<file path="src/rtl/pixel_collector_uart.sv">
// Clamps signed conv results to 8-bit pixels and buffers them in a FWFT FIFO for the CPU.
// Optional statistics outputs are enabled with the PIXEL_COLLECTOR_STATS_EN macro.
module pixel_collector_uart #(
  parameter int unsigned RES_W  = 20,
  parameter int unsigned DEPTH  = 16,
  parameter int unsigned ADDR_W = $clog2(DEPTH)
) (
  input  logic                    clk,
  input  logic                    rst,
  input  logic                    res_valid,
  input  logic signed [RES_W-1:0] res_in,
  input  logic                    rd_en,
  input  logic                    clear,
  output logic                    rd_valid,
  output logic [7:0]              rd_data,
  output logic [ADDR_W:0]         level,
  output logic                    full,
  output logic                    overflow
`ifdef PIXEL_COLLECTOR_STATS_EN
  ,
  output logic [31:0]             rx_count,
  output logic [15:0]             drop_count,
  output logic                    sat_hit
`endif
);

  localparam int unsigned LVL_W = ADDR_W + 1;

  logic              stage_valid;
  logic [7:0]        stage_data;
  logic [ADDR_W-1:0] wr_ptr;
  logic [ADDR_W-1:0] rd_ptr;
  logic [LVL_W-1:0]  level_q;
  logic [7:0]        mem [DEPTH];

  logic              is_neg;
  logic              is_big;
  logic [7:0]        sat_c;
  logic              wr;
  logic              rd;
  logic              drop;
  logic [LVL_W-1:0]  level_nxt;

  // Signed saturation of the incoming sample to 0..255
  assign is_neg = res_in[RES_W-1];
  assign is_big = res_in > $signed(RES_W'(255));
  assign sat_c  = is_neg ? 8'h00 : (is_big ? 8'hFF : res_in[7:0]);

  assign rd_valid = (level_q != '0);
  assign full     = (level_q == LVL_W'(DEPTH));
  assign level    = level_q;
  assign rd_data  = rd_valid ? mem[rd_ptr] : 8'h00;

  // A pop in the same cycle frees the slot the staged sample needs
  assign rd   = rd_en & rd_valid;
  assign wr   = stage_valid & (~full | rd);
  assign drop = stage_valid & full & ~rd;

  always_comb begin
    level_nxt = level_q;
    case ({wr, rd})
      2'b10:   level_nxt = level_q + LVL_W'(1);
      2'b01:   level_nxt = level_q - LVL_W'(1);
      default: level_nxt = level_q;
    endcase
  end

  always_ff @(posedge clk or posedge rst) begin
    if (rst) begin
      stage_valid <= 1'b0;
      stage_data  <= 8'h00;
    end else if (clear) begin
      stage_valid <= 1'b0;
      stage_data  <= 8'h00;
    end else begin
      stage_valid <= res_valid;
      if (res_valid) stage_data <= sat_c;
    end
  end

  always_ff @(posedge clk or posedge rst) begin
    if (rst) begin
      wr_ptr   <= '0;
      rd_ptr   <= '0;
      level_q  <= '0;
      overflow <= 1'b0;
    end else if (clear) begin
      wr_ptr   <= '0;
      rd_ptr   <= '0;
      level_q  <= '0;
      overflow <= 1'b0;
    end else begin
      if (wr)   wr_ptr   <= wr_ptr + ADDR_W'(1);
      if (rd)   rd_ptr   <= rd_ptr + ADDR_W'(1);
      if (drop) overflow <= 1'b1;
      level_q <= level_nxt;
    end
  end

  // Storage array is intentionally left unreset
  always_ff @(posedge clk) begin
    if (wr && !clear) mem[wr_ptr] <= stage_data;
  end

`ifdef PIXEL_COLLECTOR_STATS_EN
  always_ff @(posedge clk or posedge rst) begin
    if (rst) begin
      rx_count   <= '0;
      drop_count <= '0;
      sat_hit    <= 1'b0;
    end else if (clear) begin
      rx_count   <= '0;
      drop_count <= '0;
      sat_hit    <= 1'b0;
    end else begin
      if (stage_valid && (rx_count != '1))  rx_count   <= rx_count + 32'(1);
      if (drop && (drop_count != '1))       drop_count <= drop_count + 16'(1);
      if (res_valid && (is_neg || is_big))  sat_hit    <= 1'b1;
    end
  end
`endif

endmodule
</file>
<file path="config.mk">
export PLATFORM = sky130hd
export DESIGN_NAME = pixel_collector_uart
export DESIGN_NICKNAME = d
export VERILOG_FILES = /design/src/rtl/pixel_collector_uart.sv
export SDC_FILE = /design/constraint.sdc
export NUM_CORES = 1
export LEC_CHECK = 0
export BUFFER_PORTS_ARGS = -buffer_cell sky130_fd_sc_hd__buf_2
export CAP_MARGIN = 20
export CORE_MARGIN = 1
export CORE_UTILIZATION = 54
export DETAILED_ROUTE_END_ITERATION = 8
export GPL_TIMING_DRIVEN = 0
export PLACE_DENSITY = 0.75
export SYNTH_ARGS = -nofsm -noshare
export SYNTH_HDL_FRONTEND = slang
export SYNTH_SLANG_ARGS = --single-unit
</file>
<file path="constraint.sdc">
create_clock -name clk -period 2.3 [get_ports clk]
set_clock_uncertainty 0.1 [all_clocks]
set_input_delay 0.46 -clock clk [delete_from_list [all_inputs] [get_ports clk]]
set_output_delay 0.46 -clock clk [all_outputs]
set_load 0.005 [all_outputs]
</file>
## After elaboration in Yosys (flattened, before gate mapping)

Memory sizes are Yosys's and may differ from the RTL's.
Cells that the tools add are included.

- Bits in registers: 23
- Bits in latches: 0
- Memory bits (writable): 128
- Bits in read-only memories: 0
- Input port bits: 25
- Output and inout bits: 16
- Word-level logic and storage cells: 46
- Memories: 1

Memory list:

| memory | words | bits a word | rd ports | clocked after memory_dff | wr ports | line | RTL |
|---|---|---|---|---|---|---|---|
| mem | 16 | 8 | 1 | 0 | 1 | 34 | `logic [7:0] mem [DEPTH];` |

- Add/subtract/negate cells: 4
- Multipliers: 0
- Divide/modulo/power cells: 0
- $lt $le $gt $ge: 1
- Equality and inequality tests: 3
- Shift operators: 0
- Muxes and demuxes: 16
- Bitwise gates (word level): 7
- Reduce and logical (&&, ||, !) cells: 8

Operators by type and width:

| cell | count |
|---|---|
| 8-bit 2-to-1 mux | 5 |
| 20-bit by 9-bit > comparator with 1-bit output, second input constant | 1 |
| 4-bit 2-to-1 mux | 4 |
| 5-bit case mux with 2 select lines | 1 |
| 4-bit by 1-bit adder with 4-bit output, second input constant | 2 |
| 2-bit nonzero test | 4 |
| 5-bit by 1-bit adder with 5-bit output, second input constant | 1 |
| 5-bit == test, second input constant | 1 |
| 1-bit 2-to-1 mux | 5 |
| 5-bit 2-to-1 mux | 1 |
| 5-bit nonzero test | 1 |
| 5-bit by 1-bit subtractor with 5-bit output, second input constant | 1 |
| 1-bit bitwise AND | 4 |
| 3-bit nonzero test | 1 |
| 2-bit by 1-bit == test with 1-bit output, second input constant | 1 |
| 2-bit == test, second input constant | 1 |
| 1-bit NOT | 2 |
| 1-bit logical AND | 1 |
| 1-bit logical NOT | 1 |
| 1-bit bitwise OR | 1 |

## Longest topological paths before layout

- Word-level depth: 7
- Mapped depth: 10
- Mapped depth without buffers: 9

## Worst setup path before layout

OpenSTA, ideal clock, no wires.

- Kind: register to register
- Start point: register level_q[0], in the netlist level[0]
- End point: register level_q[4], in the netlist level[4]
- Setup time: 0.136 ns
- Arrival: 2.347 ns
- Data required time: 2.064 ns
- Setup slack: -0.284 ns
- Cell stages (with the launch flop): 10
- Path buffers: 0
- Clock period less this slack: 2.584 ns
- Cells stage by stage: dfrtp_1 -> or4_4 -> nand2b_1 -> nand3_1 -> inv_1 -> ha_1 -> or2_2 -> o21a_1 -> o2111ai_1 -> a21oi_1

- Longest elaborated chain between the ends: 7
- Elaborated cells between the ends (all ways): 13
- Classes of those cells: add/sub (2); eq/ne (3); mux (2); bitwise (4); reduce/logical (2)

RTL lines:

| what | line | RTL |
|---|---|---|
| start: declaration | 33 | `logic [LVL_W-1:0] level_q;` |
| start signal: assignment | 96 | `level_q <= level_nxt;` |
| 5-bit nonzero test * | 49 | `assign rd_valid = (level_q != '0);` |
| named net rd_valid | 14 | `output logic rd_valid,` |
| 1-bit bitwise AND * | 55 | `assign rd = rd_en & rd_valid;` |
| 1-bit bitwise OR | 56 | `assign wr = stage_valid & (~full \| rd);` |
| 1-bit bitwise AND | 56 |  |
| 2-bit by 1-bit == test with 1-bit output or 2-bit == test (tied branches) | 61 | `case ({wr, rd})` |
| 5-bit case mux with 2 select lines | 61 |  |
| 5-bit 2-to-1 mux | 87 | `end else if (clear) begin` |

The timed path passes the listed nets; every way through them passes the cells marked *.
A chain may end at the register's enable or synchronous reset.

## Worst setup path after layout

- Start point: register rd_ptr[0]
- End point: output port rd_data[6]

- Longest elaborated chain between the ends: 2

RTL lines:

| what | line | RTL |
|---|---|---|
| start: declaration | 32 | `logic [ADDR_W-1:0] rd_ptr;` |
| start signal: assignment | 94 | `if (rd) rd_ptr <= rd_ptr + ADDR_W'(1);` |
| memory read 16 x 8 bit | n/a |  |
| 8-bit 2-to-1 mux | 52 | `assign rd_data = rd_valid ? mem[rd_ptr] : 8'h00;` |
| end: declaration | 15 | `output logic [7:0] rd_data,` |

No other way between the ends.

==> flow_summary.ini <==
[floorplan]
initial_cell_density_of_the_core_pct = 55.4
die-area_mm2 = 0.0121
die_h_um = 110
core_area_mm2 = 0.0114
site_rows = 39
num_io_pins = 41
die_w_um = 110

[global_route]
groute.usage.overall_pct = 23.6
grt_start_max_net_pins = 24
via_count_of_the_first_global_routing_pass = 3570
initial_antenna_violation_count = 0
grt_pass1_wl_um = 19600
globalRouteOverflowTotal = 0

[finish]
fillCellCount = 697
finish.net_count = 473
utilization_pct = 69.5
drive_gt1_share_pct = 41.4
layout.cells.non_filler = 595
insertedDiodeCount = 0
syn_to_final_growth_pct = 25.6

[setup_path]
worst-setup-path-type = reg -> out
cp.required_ps = 1740
r2r_cells = 10
timing.critical_path.arrival_ps = 2170
setup.worst_path.start_class = register
critical_path_peak_fanout = 6
endpoint_kind = output port

[timing]
timing.fmax_mhz = 367
final-setup-viol-count = 107
layout_worst_path_cycle_share_pct = 118
timing.final.hold_violations = 0
final.hold.worst_slack_ps = 137
timing_worst_slew_pin_value_ps = 921
timing.max_slew.rel_slack_pct = 38.5
report.final.slew_viol_count = 0
grt_setup_unrepaired = yes
period_needed_ps = 2730
worst_slack_ps = -425

[synthesis]
synth-seq-cells = 151
ys.flop_type = sky130_fd_sc_hd__edfxtp_1
yosys.cell_types.count = 44
syn_area_mm2 = 0.00629
synth_compound_gate_area_share_pct = 4.49
top_cells_by_area_in_the_synthesized_netlist = sky130_fd_sc_hd__edfxtp_1 61%, sky130_fd_sc_hd__mux4_2 11%, sky130_fd_sc_hd__dfrtp_1 9.1%, sky130_fd_sc_hd__mux2i_1 3.0%, sky130_fd_sc_hd__nor2_1 2.2%
post_synth_xor_area_fraction_pct = 0.974
ys_warn_count = 0
leading_cell_type_by_number_of_instances_after_synthesis = sky130_fd_sc_hd__edfxtp_1
avg_inst_size_synth_um2 = 17.4
synth_adder_area_share_pct = 1.91
portion_of_netlist_area_occupied_by_mux_cells_pct = 14.8
syn_inst = 362
yosysTopAreaCellShare_pct = 61.1
synth_area_leader_cell = sky130_fd_sc_hd__edfxtp_1
postSynth.asyncResetShare_pct = 15.2
synth-seq-area-share_pct = 70.2
synth_enable_flop_cells = 128
synthesis.nets = 396
post_synth_most_frequent_cells = 128 x sky130_fd_sc_hd__edfxtp_1, 37 x sky130_fd_sc_hd__nor2_1, 32 x sky130_fd_sc_hd__mux4_2
area_fraction_in_and_or_nand_and_nor_cells_after_synthesis_pct = 5.57
main_combinational_cell_family_by_area_after_synthesis = multiplexers

[pwr]
report.power.total_mw = 8.15
power.ir.vdd_worst_uv = 557
power.density_cell_area_mw_per_mm2 = 1030
cellLeakagePower_nw = 2.74

[detailed_routing]
wl_um = 13200
final_antenna_net_count = 0
viasPerCell = 6.01
routed_wire_length_per_instance_um = 22.2
num_vias = 3573
number_of_drc_markers_after_the_initial_detailed_route_iteration = 257
drc = 0
drt_pass1_iterations = 4

[min_path]
min_path_type = in -> async

[clock_network]
clock_latency_of_the_later_clocked_register_in_the_worst_skew_pair_ps = 420
clock_tree.htree_level_count = 4
clock-root-buffer = sky130_fd_sc_hd__clkbuf_16
ctsHoldBuffers = 0
cts.sink_count = 151
clock_tree.buffer_depth = 2
cts_tree = built
clk_transition_reported_paths_ps = 60
cts_made_buffers = 17

[place]
hpwlAfterDp_um = 8050
globalplace.congestion = 0.781
numPortBuffers = 39
dp_cells = 544

[outcome]
outcome = finished with violations
failed_checks = negative setup slack

[flow_run]
drv_cap = 0
-- worst max-delay path, stage by stage, from the launching register on --
cell and delay, ps:
sky130_fd_sc_hd__dfrtp_1 400, sky130_fd_sc_hd__buf_6 180, sky130_fd_sc_hd__buf_4 140, sky130_fd_sc_hd__mux4_2 480, sky130_fd_sc_hd__mux2i_1 240, sky130_fd_sc_hd__o22ai_2 150, sky130_fd_sc_hd__buf_2 140
-- cell type report --
cell class	instances	area (µm²)	area share, %
inverters	11	50.0	0.633
flip-flops and latches	151	4420	56.0
repair buffers	60	399	5.05
multi-input cells	181	2070	26.2
plain buffers	17	153	1.93
clock buffers	17	425	5.38
clock inverters	15	203	2.56
well taps	143	179	2.26
-- power by group --
part	switching [mW]	internal (mW)
sequential	0.112	3.04
clock	1.10	1.82
combinational	0.914	1.17
total	2.13	6.03
-- kinds of logic after synthesis --
| group | Yosys count |
|---|---|
| simple gates | 75 |
| flops | 151 |
| buf+inv | 30 |
| mux | 53 |
| xor+xnor | 7 |
| fa+ha+maj | 9 |
| compound gates | 37 |
-- cell usage in the layout, fill, tap and decap left out, drive strengths merged, types with 3 or more instances in the layout --
| cell type | n |
|---|---|
| clkinv | 7 |
| bufinv | 4 |
| nand3 | 6 |
| dfrtp | 23 |
| inv | 11 |
| nand2b | 7 |
| nor2 | 37 |
| edfxtp | 128 |
| ha | 8 |
| a21oi | 4 |
| mux4 | 32 |
| buf | 68 |
| o211ai | 3 |
| clkinvlp | 4 |
| xor2 | 6 |
| o32ai | 4 |
| o31ai | 4 |
| mux2i | 19 |
| clkbuf | 26 |
| nor2b | 3 |
| nand2 | 10 |
| o22ai | 8 |
-- timing repair --
action,in CTS,in global routing
resized for setup,81,20
gates cloned,0,1
buffers inserted,14,8
endpoints found under the hold margin,0,0
pin swaps,12,18
setup endpoints to repair,142,98
-- flip-flops by register name (all words and copies together) (netlist names) --
name / count
stage_valid: 1
stage_data: 8
rd_ptr: 4
mem: 128
level: 5
wr_ptr: 4
overflow: 1
-- worst paths after layout --
| path | end | slack, ps | start |
|---|---|---|---|
| min in group clk | stage_data[5]$_DFFE_PP0P_ | 210 | res_valid |
| setup / recovery | rd_data[6] | -430 | rd_ptr[0]$_DFFE_PP0P_ |
| hold / removal | level[3]$_DFFE_PP0P_ | 140 | rst |
| hold reg to reg | overflow$_DFFE_PP0P_ | 440 | overflow$_DFFE_PP0P_ |
| setup reg to reg | level[4]$_DFFE_PP0P_ | -220 | level[3]$_DFFE_PP0P_ |
| max in group asynchronous | level[4]$_DFFE_PP0P_ | 1330 | rst |
-- per-layer routing --
| layer | GRT usage, % | vias to the layer above | wire length, µm |
|---|---|---|---|
| li1 | - | 1581 | - |
| met1 | 30.1 | 1860 | 5470 |
| met2 | 39.5 | 107 | 6860 |
| met3 | 4.80 | 25 | 571 |
| met4 | 10.0 | 0 | 328 |
| met5 | 0 | - | 0 |
-- stage by stage --
stage / instance area [µm²] / setup TNS, ps / setup WS [ps]
detailed placement: 6720 / -34260 / -408
global placement: 6720 / -25450 / -379
floorplan: 6340 / -84.4 / -54.4
CTS: 7750 / -3530 / -381
finish: 7900 / -5130 / -425
global route: 7900 / -9300 / -471
Note: power is estimated with default switching activity, not from simulation.
